==> src/rtl/fu_arbiter.sv <==
// fu_arbiter: two-requester round-robin arbiter feeding one registered issue stage of the shared 16-bit FU.
// Latency: request accepted at edge N drives the FU during N..N+1; response valid after edge N+1.
// Backpressure: a requester is not ready while its own op is in flight or its held response is not being consumed.

package fu_arbiter_pkg;
  // FU function select; the FU owns all arithmetic, the arbiter only forwards it.
  typedef enum logic [3:0] {
    FMOVA = 4'd0,
    FMOVB = 4'd1,
    FADD  = 4'd2,
    FSUB  = 4'd3,
    FMUL  = 4'd4,
    FINC  = 4'd5,
    FDEC  = 4'd6,
    FNOT  = 4'd7,
    FAND  = 4'd8,
    FOR   = 4'd9,
    FXOR  = 4'd10,
    FSHL  = 4'd11,
    FSHR  = 4'd12
  } fs_t;
endpackage

module fu_arbiter
  import fu_arbiter_pkg::*;
(
  input  logic             clk,
  input  logic             rst_n,
  input  logic [1:0]       req_valid,
  output logic [1:0]       req_ready,
  input  logic [1:0][15:0] req_a,
  input  logic [1:0][15:0] req_b,
  input  fs_t  [1:0]       req_fs,
  output logic [1:0]       rsp_valid,
  input  logic [1:0]       rsp_ready,
  output logic [1:0][15:0] rsp_f,
  output logic [1:0][1:0]  rsp_nz,
  output logic [15:0]      fu_a,
  output logic [15:0]      fu_b,
  output fs_t              fu_fs,
  input  logic [15:0]      fu_f,
  input  logic [1:0]       fu_nz
);

  // Issue stage. The control "state" is implicit in these registers:
  // idle when nothing is issued or buffered, issue while op_valid_q,
  // hold while only responses are waiting.
  logic        op_valid_q, op_valid_d;
  logic        op_id_q, op_id_d;
  logic [15:0] op_a_q, op_a_d;
  logic [15:0] op_b_q, op_b_d;
  fs_t         op_fs_q, op_fs_d;
  logic        last_q, last_d;

  // One-deep response buffer per requester.
  logic [1:0]       rsp_valid_q, rsp_valid_d;
  logic [1:0][15:0] rsp_f_q, rsp_f_d;
  logic [1:0][1:0]  rsp_nz_q, rsp_nz_d;

  logic [1:0] inflight;
  logic [1:0] elig;
  logic [1:0] cand;
  logic       grant;
  logic [1:0] accept;

  // Eligibility and round-robin grant. With no competing candidate the
  // grant parks on the requester that did not win last, so ready is
  // offered there while idle. Ready of the non-preferred requester can
  // rise when it alone presents valid, so requesters must not gate valid
  // on ready.
  always_comb begin
    inflight          = 2'b00;
    inflight[op_id_q] = op_valid_q;
    elig              = ~inflight & (~rsp_valid_q | rsp_ready);
    cand              = req_valid & elig;
    case (cand)
      2'b01:   grant = 1'b0;
      2'b10:   grant = 1'b1;
      default: grant = ~last_q;
    endcase
    req_ready = {elig[1] & grant, elig[0] & ~grant};
    accept    = req_valid & req_ready;
  end

  // Issue register: load on accept; otherwise drop valid but keep the
  // operands so the FU inputs stay quiet while idle.
  always_comb begin
    op_valid_d = |accept;
    op_id_d    = op_id_q;
    op_a_d     = op_a_q;
    op_b_d     = op_b_q;
    op_fs_d    = op_fs_q;
    last_d     = last_q;
    if (|accept) begin
      op_id_d = grant;
      op_a_d  = req_a[grant];
      op_b_d  = req_b[grant];
      op_fs_d = req_fs[grant];
      last_d  = grant;
    end
  end

  // Response buffers: pop on handshake, then a completion for the same
  // requester overrides the pop in the same edge.
  always_comb begin
    rsp_valid_d = rsp_valid_q & ~rsp_ready;
    rsp_f_d     = rsp_f_q;
    rsp_nz_d    = rsp_nz_q;
    if (op_valid_q) begin
      rsp_valid_d[op_id_q] = 1'b1;
      rsp_f_d[op_id_q]     = fu_f;
      rsp_nz_d[op_id_q]    = fu_nz;
    end
  end

  // Issue stage and round-robin pointer registers.
  always_ff @(posedge clk or negedge rst_n) begin
    if (!rst_n) begin
      op_valid_q <= 1'b0;
      op_id_q    <= 1'b0;
      op_a_q     <= 16'h0000;
      op_b_q     <= 16'h0000;
      op_fs_q    <= FMOVA;
      last_q     <= 1'b1;
    end else begin
      op_valid_q <= op_valid_d;
      op_id_q    <= op_id_d;
      op_a_q     <= op_a_d;
      op_b_q     <= op_b_d;
      op_fs_q    <= op_fs_d;
      last_q     <= last_d;
    end
  end

  // Response buffer registers; reset discards anything buffered or in flight.
  always_ff @(posedge clk or negedge rst_n) begin
    if (!rst_n) begin
      rsp_valid_q <= 2'b00;
      rsp_f_q     <= '0;
      rsp_nz_q    <= '0;
    end else begin
      rsp_valid_q <= rsp_valid_d;
      rsp_f_q     <= rsp_f_d;
      rsp_nz_q    <= rsp_nz_d;
    end
  end

  assign fu_a      = op_a_q;
  assign fu_b      = op_b_q;
  assign fu_fs     = op_fs_q;
  assign rsp_valid = rsp_valid_q;
  assign rsp_f     = rsp_f_q;
  assign rsp_nz    = rsp_nz_q;

endmodule

==> config.mk <==
export PLATFORM = sky130hd
export DESIGN_NAME = fu_arbiter
export DESIGN_NICKNAME = d
export VERILOG_FILES = /design/src/rtl/fu_arbiter.sv
export SDC_FILE = /design/constraint.sdc
export NUM_CORES = 1
export LEC_CHECK = 0
export CORE_MARGIN = 2
export CORE_UTILIZATION = 55
export CTS_CLUSTER_SIZE = 20
export DETAILED_ROUTE_END_ITERATION = 12
export DONT_BUFFER_PORTS = 1
export PLACE_DENSITY = 0.7
export SYNTH_ARGS = -nofsm -noshare
export SYNTH_HDL_FRONTEND = slang
export SYNTH_SLANG_ARGS = --single-unit
export TNS_END_PERCENT = 10
==> constraint.sdc <==
create_clock -name clk -period 5.65 [get_ports clk]
set_input_delay 0.8475 -clock clk [delete_from_list [all_inputs] [get_ports clk]]
set_output_delay 0.8475 -clock clk [all_outputs]
set_load 0.01 [all_outputs]
==> impl_metrics.tcl, run 1 <==
set metrics [dict create \
    finalSetupTns_ps 0 \
    placed_area_um2 3250 \
    start_util 0.579 \
    worstMarginPinSlew_ps 1070 \
    synth_top_area_frac 0.590 \
    netSwitchingFraction 0.391 \
    antenna_found_initial 0 \
    die_area_um2 6490 \
    cts_resized 0 \
    vdd_drop_max_v 0.000298 \
    diodes 0 \
    fp.dieW_um 80.6 \
    core_area_um2 5570 \
    avgViaCountPerCell 5.74 \
    numPortBuffers 0 \
    cts.sinks 77 \
    hp-class "primary input to asynchronous set/reset pin" \
    fin_hold_ws_ps 203 \
    power_mw 2.30 \
    insertion_delay_ps 340 \
    switchingPower_mw 0.900 \
    min_period_ps 3600 \
    worstPathArrival_ps 3770 \
    status "completed" \
    worstReg2RegEnd "fu_a[4]" \
    maxCapViolCount 0 \
    grt_max_degree 78 \
    r2r_slack_ps 2050 \
    ys_ff_latch 77 \
    synth_area_leader_cell "dfrtp_1" \
    gr-total-overflow 0 \
    route.detailed.drc 0 \
    syn-instance-count 262 \
    mappedNetlistArea_um2 3230 \
    intPower_mw 1.40 \
    cellPowerDensity_nw_per_um2 666 \
    cts_tree "built" \
    area_growth_pct 6.98 \
    maxSlewViolCount 0 \
    cts.clk_slew.worst_paths_ps 70 \
    rows 27 \
    criticalPathCategory "register to register" \
    drt-total-wl_um 6010 \
    dp_hpwl_um 4150 \
    io_pins 172 \
    final_common_cell "dfrtp_1" \
    fin_nets 357 \
    postCtsHoldBufs 0 \
    numCtsBuffers 9 \
    post_cts_buffers 0 \
    yosys_warnings 0 \
    rr_worst_depth 8 \
    worstPathRequired_ps 5820 \
    synth_area_leaders "dfrtp_1 59%, mux2_2 13%, a21oi_2 7.9%" \
    synth-edff-count 0 \
    drt_iter0_markers 93 \
    slew-limit-headroom 0.288 \
    grt_pass1_wl_um 9110 \
    power.share.clock 0.177 \
    layout-drive-gt1-share 0.343 \
    finish.instance_area_um2 3450 \
    ant_nets 0 \
    setup.worst_path.start_class "register" \
    setup_viol 0 \
    gp_congestion 0.704 \
    root_buffer "clkbuf_8" \
    p_seq_frac 0.502 \
    crit_path_end_kind "register" \
    num_vias 1936 \
    clock_path_buffers 2 \
    die_h_um 80.6 \
    skew_ps 7.56 \
    synth.avg_cell_area_um2 12.3 \
    async_flop_share 1.00 \
    setup_slack_ps 2050 \
    firstDrtPassIters 4 \
    fmax_ghz 0.278 \
    combPwrFrac 0.322 \
    synth_flop_cell "dfrtp_1" \
    dp_slack_ps 1940 \
    htreeDepth 3 \
    grt_pass1_vias 1885 \
    synth_cell_types 25 \
    wl_per_cell_um 17.8 \
    synth.net_count 359 \
    final_cell_mix "76 x dfrtp_1, 37 x inv_1, 36 x o22ai_1, 36 x mux2_2, 29 x a21oi_2" \
    r2r-start "op_id_q" \
    ys_seq_area_frac 0.598 \
    period_share 0.637 \
    p_leak_nw 1.57 \
    rsz0062_at_grt "no" \
    track_usage 0.189 \
    cp_max_fo 39 \
    hold_viol_final 0 \
]
[cell families after synthesis]
kind of cell	synth area share
DFF	0.598
AOI/OAI and AO/OA	0.166
buffers and inverters	0.0745
muxes	0.126
and+or+nand+nor	0.0326
adders and majority gates	0.00388
[cell usage after synthesis (2+ instances only)]
cell,n
buf_2,3
or2_2,2
nor2b_1,5
a21oi_1,7
buf_6,4
clkbuf_1,7
dfrtp_1,76
nand2_1,7
inv_1,37
mux2_2,36
a21oi_2,29
o22ai_1,36
[area by class of cell]
class / instances / area, um2
well taps: 72 / 90.1
repair buffers: 3 / 22.5
clock buffers: 10 / 138
fillers: 462 / 2120
multi-input cells: 131 / 1070
clock inverters: 6 / 62.6
inverters: 38 / 143
flip-flops and latches: 77 / 1930
[per-layer routing]
metal | track usage | wire (um) | vias up
met3 | 0.0674 | 609 | 14
li1 | - | - | 894
met4 | 0.100 | 139 | 0
met2 | 0.284 | 2840 | 103
met1 | 0.238 | 2430 | 925
met5 | 0 | 0 | -
[power groups by stage]
| stage | combinational, mW | sequential [mW] | clock [mW] |
|---|---|---|---|
| floorplan | 0.687 | 1.10 | 0 |
| CTS | 0.755 | 1.16 | 0.418 |
| global route | 0.827 | 1.19 | 0.449 |
| global placement | 0.724 | 1.17 | 0 |
| finish | 0.740 | 1.15 | 0.406 |
| detailed placement | 0.757 | 1.17 | 0 |
[how the worst max path moves through the flow]
| stage | from | endpoint | slack [ps] |
|---|---|---|---|
| after floorplan | req_valid[0] | req_ready[0] | 2650 |
| final | op_id_q | fu_a[4] | 2050 |
| after detailed placement | op_id_q | fu_a[6] | 1940 |
| after global routing | op_id_q | fu_a[15] | 1740 |
| after global placement | op_id_q | fu_a[15] | 2070 |
| after CTS | op_id_q | fu_a[4] | 1940 |
[metrics by stage]
step / cells / utilization
6_report: 337 / 0.619
3_5_place_dp: 321 / 0.583
4_1_cts: 337 / 0.619
5_1_grt: 337 / 0.619
2_1_floorplan: 262 / -
3_3_place_gp: 321 / 0.583
[registers in the layout, summed over array words and instances (netlist names)]
register    cells
last_q          1
op_valid_q      1
fu_fs           4
fu_a           16
fu_b           16
op_id_q         1
rsp_valid       2
rsp_nz          4
rsp_f          32
[worst max-delay path: stages, from the launching register on]
cell	delay [ps]
dfrtp_1	370
nand2_1	510
and3_1	410
ha_1	310
nor2b_1	160
o2111ai_2	180
buf_4	380
and2_2	930
a21oi_1	170
No activity file was read; power rests on OpenSTA's default activity.
==> run 2, diff against run 1 <==
- clock period: 5.65 -> 3.6 ns (I/O delays scaled with it)
==> run 2 against run 1 <==
Net effect:
- wire length is 3.4% higher
- sequential share of layout area decreased by 0.56 points
- first-iteration DRC count down 7.5%
- setup slack lost 1300 ps
- register-to-register slack got worse by 1300 ps
- power up 58%
- sequential power increased by 58%
- fmax grew 28%
- die area unchanged
- worst hold slack got worse by 160 ps
- largest power group unchanged
- highest routed layer unchanged
==> impl_metrics.tcl, run 2 (synthesis results as in run 1) <==
set metrics [dict create \
    p_leak_nw 1.59 \
    switchingPower_mw 1.44 \
    combPwrFrac 0.326 \
    final_common_cell "dfrtp_1" \
    clock_path_buffers 2 \
    netSwitchingFraction 0.395 \
    intPower_mw 2.20 \
    setup_viol 0 \
    setup.worst_path.start_class "register" \
    antenna_found_initial 0 \
    io_pins 172 \
    p_seq_frac 0.499 \
    crit_path_end_kind "register" \
    cp_max_fo 37 \
    gp_congestion 0.746 \
    track_usage 0.196 \
    hp-class "primary input to asynchronous set/reset pin" \
    insertion_delay_ps 330 \
    die_area_um2 6490 \
    crit_top_cell "nor2b_1" \
    cellPowerDensity_nw_per_um2 1050 \
    maxCapViolCount 0 \
    ant_nets 0 \
    skew_ps 6.38 \
    num_vias 1949 \
    route.detailed.drc 0 \
    core_area_um2 5570 \
    crit_path_top_delay_cell "and2_2" \
    place_inst 322 \
    area_growth_pct 8.07 \
    finalSetupTns_ps 0 \
    power_mw 3.64 \
    criticalPathCategory "register to register" \
    final_cell_mix "76 x dfrtp_1, 37 x inv_1, 36 x o22ai_1, 36 x mux2_2, 29 x a21oi_2" \
    worstPathArrival_ps 2980 \
    cts_tree "built" \
    maxSlewViolCount 0 \
    vdd_drop_max_v 0.000487 \
    numCtsBuffers 9 \
    drt-total-wl_um 6220 \
    max_stage_delay_ps 880 \
    min_period_ps 2810 \
    crit_chain "nor2b_1 -> or3_1 -> ha_1 -> nor2b_1 -> o2111ai_2 -> and2_2 -> a21oi_1" \
    drt_iter0_markers 86 \
    dp_hpwl_um 4240 \
    rows 27 \
    fill_cells 464 \
    numPortBuffers 0 \
    cpLargestDelayFamily "simple AND/OR/NAND/NOR gates" \
    grt_pass1_vias 1923 \
    cts_resized 0 \
    gr-total-overflow 0 \
    avgViaCountPerCell 5.75 \
    grt_pass1_wl_um 9470 \
    status "completed" \
    path_buf_inv 0 \
    worstMarginPinSlew_ps 1060 \
    largest_reg_flops 32 \
    htreeDepth 3 \
    cts.sinks 77 \
    cts.clk_slew.worst_paths_ps 70 \
    fmax_ghz 0.356 \
    layout-drive-gt1-share 0.348 \
    fp.dieW_um 80.6 \
    diodes 0 \
    power.share.clock 0.175 \
    fin_nets 359 \
    firstDrtPassIters 4 \
    start_util 0.579 \
    slew-limit-headroom 0.291 \
    die_h_um 80.6 \
    worstPathRequired_ps 3780 \
    root_buffer "clkbuf_8" \
    period_share 0.780 \
    hold_viol_final 0 \
    grt_max_degree 77 \
    final_cells 339 \
    wl_per_cell_um 18.3 \
    rsz0062_at_grt "no" \
]
==> run 2: per-stage QoR <==
step / area (um2) / worst slack (ps) / util / hold slack, ps
5_1_grt: 3490 / 577 / 0.625 / 9.50
2_1_floorplan: 3230 / 980 / - / 244
6_report: 3490 / 793 / 0.625 / 44.2
4_1_cts: 3490 / 761 / 0.625 / 22.1
3_5_place_dp: 3260 / 704 / 0.585 / 246
3_3_place_gp: 3260 / 761 / 0.585 / 246
==> run 2: power by group through the flow <==
stage / logic (mW) / registers (mW) / clock network, mW
after detailed placement: 1.19 / 1.84 / 0
after global routing: 1.33 / 1.87 / 0.705
final: 1.19 / 1.82 / 0.638
after global placement: 1.14 / 1.83 / 0
after CTS: 1.21 / 1.83 / 0.663
after floorplan: 1.08 / 1.73 / 0
==> run 2: path summary, 6_finish.rpt <==
path                               from         to  slack [ps]  depth (start not counted)
min in group clk               fu_f[12]  rsp_f[12]         350                          1
setup reg to reg           rsp_valid[0]    fu_a[1]         790                          7
max in group asynchronous         rst_n    fu_b[0]        3220                          1
hold / removal                    rst_n     last_q          40                          0
hold reg to reg                  last_q     last_q         470                          2
setup / recovery           rsp_valid[0]    fu_a[1]         790                          7
==> run 2: final cells by class <==
type | instances | area [um2] | area share
sequential | 77 | 1930 | 0.553
clock inverter | 6 | 62.6 | 0.0179
clock buffer | 10 | 138 | 0.0395
multi-input combinational | 131 | 1070 | 0.306
inverter | 38 | 143 | 0.0409
timing repair buffer | 5 | 57.6 | 0.0165
tap | 72 | 90.1 | 0.0258
==> run 2: what timing repair did <==
| item | CTS | global route |
|---|---|---|
| buffers inserted | 0 | 0 |
| hold buffers | 1 | 0 |
| endpoints found under the hold margin | 76 | 0 |
==> run 2: per-layer routing <==
metal  share of wire  global-route usage  up-vias
li1                -                   -      902
met1            0.41               0.257      943
met2            0.48               0.298       98
met4          0.0080              0.0712        0
met3           0.099              0.0753        6
met5               0                   0        -
